<file path="config.mk">
export PLATFORM = sky130hd
export DESIGN_NAME = sseg_scan_ctrl_flat
export DESIGN_NICKNAME = d
export VERILOG_FILES = /design/src/rtl/sseg_scan_if.sv /design/src/rtl/sseg_scan_ctrl.sv /design/src/flat_wrapper.sv
export SDC_FILE = /design/constraint.sdc
export NUM_CORES = 1
export LEC_CHECK = 0
export ABC_AREA = 1
export ABC_CLOCK_PERIOD_IN_PS = 3650
export BUFFER_PORTS_ARGS = -buffer_cell sky130_fd_sc_hd__buf_2
export CORE_MARGIN = 1.5
export CORE_UTILIZATION = 25
export CTS_CLUSTER_DIAMETER = 120
export DETAILED_ROUTE_END_ITERATION = 6
export PLACE_DENSITY = 0.43
export SLEW_MARGIN = 10
export SYNTH_ARGS = -nofsm -noshare
export SYNTH_HDL_FRONTEND = slang
export SYNTH_SLANG_ARGS = --single-unit
</file>
<file path="constraint.sdc">
create_clock -name clk -period 3.65 [get_ports clk]
set_clock_uncertainty 0.15 [all_clocks]
set_input_delay 0.1825 -clock clk [delete_from_list [all_inputs] [get_ports clk]]
set_output_delay 0.1825 -clock clk [all_outputs]
set_load 0.005 [all_outputs]
</file>
<file path="src/rtl/sseg_scan_if.sv">
// Host-side and pin-side signal bundle for sseg_scan_ctrl.
// master = user logic driving display data, slave = the scan controller.
interface sseg_scan_if;
  logic        load;
  logic [15:0] value_in;
  logic [3:0]  dp_in;
  logic [3:0]  digit_en;
  logic [3:0]  brightness;
  logic        update_ack;
  logic        frame_done;
  logic [6:0]  sseg_digit;
  logic        sseg_dp;
  logic [3:0]  sseg_selectn;

  modport master (
    output load, value_in, dp_in, digit_en, brightness,
    input  update_ack, frame_done, sseg_digit, sseg_dp, sseg_selectn
  );

  modport slave (
    input  load, value_in, dp_in, digit_en, brightness,
    output update_ack, frame_done, sseg_digit, sseg_dp, sseg_selectn
  );
endinterface

</file>
<file path="src/rtl/sseg_scan_ctrl.sv">
// Time-multiplexed 4-digit seven-segment scan controller with frame-synchronous
// double buffering. Define SSEG_BRIGHTNESS_EN to add 16-phase PWM anode dimming.
module sseg_scan_ctrl #(
  parameter int DIGIT_TICKS = 100000,
  parameter int BLANK_TICKS = 1000
) (
  input  logic       clk,
  input  logic       rst_n,
  sseg_scan_if.slave bus
);
  localparam int MAX_TICKS = (DIGIT_TICKS > BLANK_TICKS) ? DIGIT_TICKS : BLANK_TICKS;
  localparam int CNT_W     = $clog2(MAX_TICKS + 1);
  localparam logic [CNT_W-1:0] DIGIT_LAST = CNT_W'(DIGIT_TICKS - 1);
  localparam logic [CNT_W-1:0] BLANK_LAST = CNT_W'(BLANK_TICKS - 1);

  typedef enum logic [0:0] {ST_BLANK = 1'b0, ST_DRIVE = 1'b1} state_t;

  function automatic logic [6:0] hexdec(input logic [3:0] nib);
    logic [6:0] seg;
    case (nib)
      4'h0: seg = 7'b1000000;
      4'h1: seg = 7'b1111001;
      4'h2: seg = 7'b0100100;
      4'h3: seg = 7'b0110000;
      4'h4: seg = 7'b0011001;
      4'h5: seg = 7'b0010010;
      4'h6: seg = 7'b0000010;
      4'h7: seg = 7'b1111000;
      4'h8: seg = 7'b0000000;
      4'h9: seg = 7'b0010000;
      4'hA: seg = 7'b0001000;
      4'hB: seg = 7'b0000011;
      4'hC: seg = 7'b1000110;
      4'hD: seg = 7'b0100001;
      4'hE: seg = 7'b0000110;
      4'hF: seg = 7'b0001110;
      default: seg = 7'b1111111;
    endcase
    return seg;
  endfunction

  function automatic logic [3:0] anode_sel(input logic [1:0] i, input logic en, input logic lit);
    logic [3:0] sel;
    sel = 4'hF;
    if (en && lit) begin
      sel[i] = 1'b0;
    end else begin
      sel = 4'hF;
    end
    return sel;
  endfunction

  state_t           state_r;
  logic [1:0]       idx_r;
  logic [CNT_W-1:0] cnt_r;
  logic [15:0]      pend_value_r, shadow_value_r;
  logic [3:0]       pend_dp_r, shadow_dp_r;
  logic [3:0]       pend_en_r, shadow_en_r;
  logic             pend_valid_r;
  logic [3:0]       sel_r;
  logic [6:0]       digit_r;
  logic             dp_r;
  logic             ack_r;
  logic             done_r;
  logic             frame_edge_s;
  logic             lit_nxt_s;
`ifdef SSEG_BRIGHTNESS_EN
  logic [3:0]       pend_bri_r, shadow_bri_r;
  logic [3:0]       phase_r;
  logic [3:0]       phase_nxt_s;
`else
  logic             unused_brightness_s;
  assign unused_brightness_s = ^bus.brightness;
`endif

  // Frame boundary detect and next-cycle anode gating.
  always_comb begin
    frame_edge_s = (state_r == ST_DRIVE) && (cnt_r == DIGIT_LAST) && (idx_r == 2'd3);
`ifdef SSEG_BRIGHTNESS_EN
    phase_nxt_s = phase_r + 4'd1;
    lit_nxt_s   = (phase_nxt_s <= shadow_bri_r);
`else
    lit_nxt_s   = 1'b1;
`endif
  end

  // Scan FSM: slot timing, digit index and registered pin outputs.
  always_ff @(posedge clk) begin
    if (!rst_n) begin
      state_r <= ST_BLANK;
      idx_r   <= 2'd0;
      cnt_r   <= '0;
      sel_r   <= 4'hF;
      digit_r <= 7'h7F;
      dp_r    <= 1'b1;
      ack_r   <= 1'b0;
      done_r  <= 1'b0;
`ifdef SSEG_BRIGHTNESS_EN
      phase_r <= 4'd0;
`endif
    end else begin
      ack_r  <= frame_edge_s & pend_valid_r;
      done_r <= frame_edge_s;
      case (state_r)
        ST_BLANK: begin
          if (cnt_r == BLANK_LAST) begin
            // Phase 0 is always lit, so the entry edge never needs gating.
            state_r <= ST_DRIVE;
            cnt_r   <= '0;
            sel_r   <= anode_sel(idx_r, shadow_en_r[idx_r], 1'b1);
            digit_r <= hexdec(shadow_value_r[{idx_r, 2'b00} +: 4]);
            dp_r    <= ~shadow_dp_r[idx_r];
`ifdef SSEG_BRIGHTNESS_EN
            phase_r <= 4'd0;
`endif
          end else begin
            cnt_r   <= cnt_r + CNT_W'(1);
            sel_r   <= 4'hF;
            digit_r <= 7'h7F;
            dp_r    <= 1'b1;
          end
        end
        ST_DRIVE: begin
          if (cnt_r == DIGIT_LAST) begin
            state_r <= ST_BLANK;
            cnt_r   <= '0;
            idx_r   <= idx_r + 2'd1;
            sel_r   <= 4'hF;
            digit_r <= 7'h7F;
            dp_r    <= 1'b1;
          end else begin
            cnt_r   <= cnt_r + CNT_W'(1);
            sel_r   <= anode_sel(idx_r, shadow_en_r[idx_r], lit_nxt_s);
`ifdef SSEG_BRIGHTNESS_EN
            phase_r <= phase_nxt_s;
`endif
          end
        end
        default: begin
          state_r <= ST_BLANK;
          cnt_r   <= '0;
          sel_r   <= 4'hF;
          digit_r <= 7'h7F;
          dp_r    <= 1'b1;
        end
      endcase
    end
  end

  // Pending capture; shadow is promoted only on the frame edge, using pre-edge pending.
  always_ff @(posedge clk) begin
    if (!rst_n) begin
      pend_value_r   <= 16'h0000;
      pend_dp_r      <= 4'h0;
      pend_en_r      <= 4'h0;
      pend_valid_r   <= 1'b0;
      shadow_value_r <= 16'h0000;
      shadow_dp_r    <= 4'h0;
      shadow_en_r    <= 4'h0;
`ifdef SSEG_BRIGHTNESS_EN
      pend_bri_r     <= 4'h0;
      shadow_bri_r   <= 4'h0;
`endif
    end else begin
      if (frame_edge_s && pend_valid_r) begin
        shadow_value_r <= pend_value_r;
        shadow_dp_r    <= pend_dp_r;
        shadow_en_r    <= pend_en_r;
`ifdef SSEG_BRIGHTNESS_EN
        shadow_bri_r   <= pend_bri_r;
`endif
      end
      if (bus.load) begin
        pend_value_r <= bus.value_in;
        pend_dp_r    <= bus.dp_in;
        pend_en_r    <= bus.digit_en;
        pend_valid_r <= 1'b1;
`ifdef SSEG_BRIGHTNESS_EN
        pend_bri_r   <= bus.brightness;
`endif
      end else if (frame_edge_s) begin
        pend_valid_r <= 1'b0;
      end
    end
  end

  assign bus.sseg_selectn = sel_r;
  assign bus.sseg_digit   = digit_r;
  assign bus.sseg_dp      = dp_r;
  assign bus.update_ack   = ack_r;
  assign bus.frame_done   = done_r;
endmodule

</file>
<file path="src/flat_wrapper.sv">
// flat-port wrapper written by rule: the top's interface ports become plain ports
module sseg_scan_ctrl_flat 
#(
  parameter int DIGIT_TICKS = 100000,
  parameter int BLANK_TICKS = 1000
)
  (clk, rst_n, bus_load, bus_value_in, bus_dp_in, bus_digit_en, bus_brightness, bus_update_ack, bus_frame_done, bus_sseg_digit, bus_sseg_dp, bus_sseg_selectn);
  sseg_scan_if bus_i ();
  input  logic clk;
  input  logic rst_n;
  input wire logic [$bits(bus_i.load)-1:0] bus_load;
  input wire logic [$bits(bus_i.value_in)-1:0] bus_value_in;
  input wire logic [$bits(bus_i.dp_in)-1:0] bus_dp_in;
  input wire logic [$bits(bus_i.digit_en)-1:0] bus_digit_en;
  input wire logic [$bits(bus_i.brightness)-1:0] bus_brightness;
  output wire logic [$bits(bus_i.update_ack)-1:0] bus_update_ack;
  output wire logic [$bits(bus_i.frame_done)-1:0] bus_frame_done;
  output wire logic [$bits(bus_i.sseg_digit)-1:0] bus_sseg_digit;
  output wire logic [$bits(bus_i.sseg_dp)-1:0] bus_sseg_dp;
  output wire logic [$bits(bus_i.sseg_selectn)-1:0] bus_sseg_selectn;
  assign bus_i.load = bus_load;
  assign bus_i.value_in = bus_value_in;
  assign bus_i.dp_in = bus_dp_in;
  assign bus_i.digit_en = bus_digit_en;
  assign bus_i.brightness = bus_brightness;
  assign bus_update_ack = bus_i.update_ack;
  assign bus_frame_done = bus_i.frame_done;
  assign bus_sseg_digit = bus_i.sseg_digit;
  assign bus_sseg_dp = bus_i.sseg_dp;
  assign bus_sseg_selectn = bus_i.sseg_selectn;
  sseg_scan_ctrl #(.DIGIT_TICKS(DIGIT_TICKS), .BLANK_TICKS(BLANK_TICKS)) u_core (.clk(clk), .rst_n(rst_n), .bus(bus_i));
endmodule
</file>
## After elaboration in Yosys (flattened, before gate mapping)

Memory sizes are Yosys's and may differ from the RTL's.
Cells that the tools add are included.

- Register bits after elaboration: 83
- Bits in latches: 0
- RAM bits: 0
- Memory bits (read-only): 112
- Output and inout port bits: 14
- Logic and storage cells: 59
- Memories: 1

Memory list:

| memory | words | width | rd ports | clocked after memory_dff | wr ports | RTL line | RTL |
|---|---|---|---|---|---|---|---|
| (name not given) | 16 | 7 | 1 | 0 | 0 | sseg_scan_ctrl.sv:20 | `case (nib)` |

- $add $sub $neg: 2
- Multiply operators: 0
- Div/mod/pow operators: 0
- $lt $le $gt $ge: 2
- Equality and inequality tests: 4
- Shift operators: 1
- Mux-type cells: 24
- Bitwise gates (word level): 4
- Reductions and logical operators: 6

Operator list:

| kind | count |
|---|---|
| $mux 17 | 2 |
| $pmux 17 s2 | 1 |
| $add 17x1->17 const B | 1 |
| $eq 17x10->1 const B | 1 |
| $eq 17x17->1 const B | 1 |
| $shiftx 16x5->4 | 1 |
| $mux 7 | 2 |
| $pmux 7 s2 | 1 |
| $mux 4 | 3 |
| $mux 1 | 9 |
| $pmux 4 s2 | 1 |
| $bmux 1 s2 | 2 |
| $logic_and 1x1->1 | 4 |
| $not 4->4 | 1 |
| $pmux 1 s2 | 2 |
| $lt 2x3->1 const B | 1 |
| $add 2x1->2 const B | 1 |
| $demux 1 s2 | 1 |
| $eq 2x2->1 const B | 1 |
| $ge 2x1->1 const B | 1 |
| $ne 2x2->1 const B | 1 |
| $not 1->1 | 2 |
| $reduce_and 2->1 | 1 |
| $reduce_bool 2->1 | 1 |
| $and 1x1->1 | 1 |

## Longest topological paths before layout

- Word-level depth: 8
- Gate-level depth with buffers: 14

## Least setup slack after synthesis

OpenSTA, ideal clock, no wires.

- Path kind: reg-to-reg
- Start: register u_core.idx_r[0]
- End: register u_core.digit_r[5] (netlist: u_core.bus.sseg_digit[5])
- Library setup time: 133 ps
- Arrival time: 1671 ps
- Data required time: 3367 ps
- Path slack: 1696 ps
- Cell stages (with the launch flop): 13
- Path buffers: 2
- Cell sequence: dfxtp_1 -> buf_2 -> clkbuf_1 -> nand2_1 -> nand3_1 -> nand2_1 -> ha_1 -> nand3_1 -> nor2_1 -> nor2_1 -> nand2_1 -> nand2_1 -> nand3_1

- Cells in the longest elaborated chain, start to end: 4

Ends and longest elaborated chain:

| item | RTL line | RTL |
|---|---|---|
| start, declared | sseg_scan_ctrl.sv:54 | `logic [1:0] idx_r;` |
| start signal, assigned | sseg_scan_ctrl.sv:127 | `idx_r <= idx_r + 2'd1;` |
| $shiftx 16x5->4 | sseg_scan_ctrl.sv:111 | `digit_r <= hexdec(shadow_value_r[{idx_r, 2'b00} +: 4]);` |
| $mem_v2 16x7 | - |  |
| $mux 7 | sseg_scan_ctrl.sv:106 | `if (cnt_r == BLANK_LAST) begin` |
| $pmux 7 s2 | sseg_scan_ctrl.sv:104 | `case (state_r)` |
| end signal, assigned | sseg_scan_ctrl.sv:111 |  |
| end, declared | sseg_scan_ctrl.sv:61 | `logic [6:0] digit_r;` |

Every way passes these cells.
A chain may end at the register's enable or synchronous reset.

## Final worst setup path

Ends and elaborated chain as after synthesis.

==> results.yml <==
synthesis:
  synthDistinctLibCells: 27
  synth_top_area_share_pct: 40.82
  ys.flop_type: "dfxtp_1"
  ys.warnings.count: 0
  async_flop_share_pct: 0
  synthTopCellsByCount: "nand2_1 (129), inv_1 (103), dfxtp_1 (83)"
  synthCells: 599
  synth.most_common_cell: "nand2_1"
  yosysSeqAreaShare_pct: 40.82
  synth_area_um2: 4070
  synthesis.nets: 641
  synthTopCellsByArea: "dfxtp_1 (41%), nand2_1 (12%), inv_1 (9.5%)"
  synth_seq_cells: 83
  synth_edf_count: 0
  syn_area_per_cell_um2: 6.795
  yosys.area.top_type: "dfxtp_1"
sta:
  hold_viol_final: 0
  slew_violations: 0
  max-slew-margin-rel_pct: 32.70
  fmax_mhz: 400.4
  fin_ws_ns: 1.153
  fin_crit_ns: 2.497
  tightest_slew_ns: 1.008
  setup_viol: 0
  fin_hold_ws_ns: 0.2386
  finalSetupTns_ns: 0
  rsz0062_at_grt: "false"
  fin_crit_sh_pct: 68.42
floorplan:
  die_h_um: 130.6
  coreArea_um2: 15890
  die_w_um: 130.6
  start_util_pct: 25.62
  num_rows: 46
  io_pins: 45
  dieArea_um2: 17060
placed_design:
  hpwl_um: 6508
  port-buffer-count: 40
  place_congestion: 0.8429
  dp_slack_ns: 1.095
  placedInstanceArea_um2: 4437
clocking:
  clk_pin_slew_ns: 0.06
  cts_sinks: 83
  htree_levels: 3
  cts_tree: "yes"
  cts_hold_buf: 24
  clock_path_buffers: 2
  insertion_delay_ns: 0.34
  cts-resized-gates: 0
  cts_setup_buffers: 0
  cts-root-buf: "clkbuf_16"
  cts_buffers: 9
global_route:
  grt_max_degree: 50
  grt_pass1_vias: 3431
  grt_usage_pct: 12.41
  grt-ovfl-total: 0
  antenna_found_initial: 0
  grt_pass1_wl_um: 16420
power_and_ir_drop:
  ir_drop_uv: 207.9
  p_per_area_nw_per_um2: 381.4
  p_leak_nw: 2.197
worst_setup_path:
  worstSetupPathType: "reg2reg"
  critPathMaxFanout: 19
  start_kind: "flop"
  slowest_stage: "dfxtp_1"
  slowest_delay_ns: 0.75
  crit_path_frequent_cell: "nand2_1"
  cp-end-kind: "flop"
  required_ns: 3.70
  cp_cell_sequence: "inv_2 -> nand2_1 -> nand3_1 -> nand2_1 -> inv_1 -> ha_1 -> nand3_1 -> nor2_1 -> nor2_1 -> nand2_1 -> nand2_1 -> nand3_1"
  cp.arrival_ns: 2.55
worst_hold_path:
  hp-class: "in2reg"
routing:
  wl_um: 9582
  first_pass_iters: 5
  antenna_left: 0
  num_vias: 3643
  drt_iter0_drc: 200
  via_per_inst: 4.183
  wl_per_cell_um: 11.00
  drc: 0
finish:
  nets: 692
  area_delta_synth_final_pct: 21.61
  drive_above_1_share_pct: 10.69
  insertedDiodeCount: 0
  final_area_um2: 4950
status:
  status: "completed"
flow_run:
  maxCapViolCount: 0
cells in the final DEF (no fill, tap or decap), drive strengths merged, types with 2 or more instances in the layout:
| master | count |
|---|---|
| dlygate4sd3 | 24 |
| o21bai | 2 |
| and3 | 2 |
| nand4 | 28 |
| ha | 11 |
| xor2 | 9 |
| nand3 | 51 |
| inv | 108 |
| buf | 42 |
| a21oi | 32 |
| nor2 | 65 |
| clkinv | 5 |
| o21ai | 33 |
| nand3b | 5 |
| clkbuf | 12 |
| dfxtp | 83 |
| nor3 | 8 |
| nand2 | 133 |
sequential cells by signal, indices dropped and copies added (netlist names), 2 cells and up:
register                 flops
u_core.pend_value_r         16
u_core.bus.sseg_selectn      4
u_core.pend_en_r             4
u_core.shadow_en_r           4
u_core.shadow_dp_r           4
u_core.idx_r                 2
u_core.pend_dp_r             4
u_core.shadow_value_r       16
u_core.bus.sseg_digit        7
u_core.cnt_r                17
routing by layer:
metal / vias up / GRT usage, % / routed length (um)
met3: 7 / 3.379 / 469
li1: 1977 / - / -
met4: 0 / 4.977 / 114
met2: 78 / 19.13 / 4110
met1: 1581 / 16.47 / 4887
met5: - / 0 / 0
where the power goes:
group          total (mW)  internal (mW)  switching, mW
combinational      0.0985         0.0457         0.0528
sequential          0.940          0.928         0.0122
clock               0.850          0.479          0.371
area by class of cell:
| type | instances | area [um^2] |
|---|---|---|
| repair buffers | 66 | 455.4 |
| well taps | 216 | 270.3 |
| flip-flops and latches | 83 | 1662 |
| inverters | 110 | 412.9 |
| clock inverters | 4 | 26.28 |
| clock buffers | 12 | 246.5 |
| multi-input cells | 380 | 1877 |
| fillers | 1783 | 10940 |
critical path: cells and delay by family (launching register included):
family | cells | cell delay [ns]
flip-flops | 1 | 0.75
buffers and inverters | 2 | 0.38
adder cells (fa/ha/maj) | 1 | 0.24
AND/OR/NAND/NOR | 9 | 0.83
logic make-up after synthesis:
kind of cell	count (synthesis)	share of synthesized area, %
adder cells (fa/ha/maj)	11	3.381
AO/OA/AOI/OAI	68	8.546
flip-flops	83	40.82
XOR/XNOR	9	1.937
AND/OR/NAND/NOR	292	32.25
buffers and inverters	136	13.06
stage by stage:
stage | std cells | util [%] | total power [mW]
4_1_cts | 871 | 31.16 | 1.926
3_3_place_gp | 831 | 27.93 | 1.038
6_report | 871 | 31.16 | 1.888
2_1_floorplan | 599 | - | 1.012
3_5_place_dp | 831 | 27.93 | 1.040
5_1_grt | 871 | 31.16 | 1.978
final timing paths:
kind | end | slack [ns] | depth (start not counted) | from
setup / recovery | u_core.bus.sseg_digit[5] | 1.15 | 12 | u_core.idx_r[0]
hold / removal | u_core.bus.sseg_digit[5] | 0.24 | 2 | rst_n
setup reg to reg | u_core.bus.sseg_digit[5] | 1.15 | 12 | u_core.idx_r[0]
hold reg to reg | u_core.cnt_r[0] | 0.31 | 1 | u_core.cnt_r[0]
(Power assumes the default switching activity.)
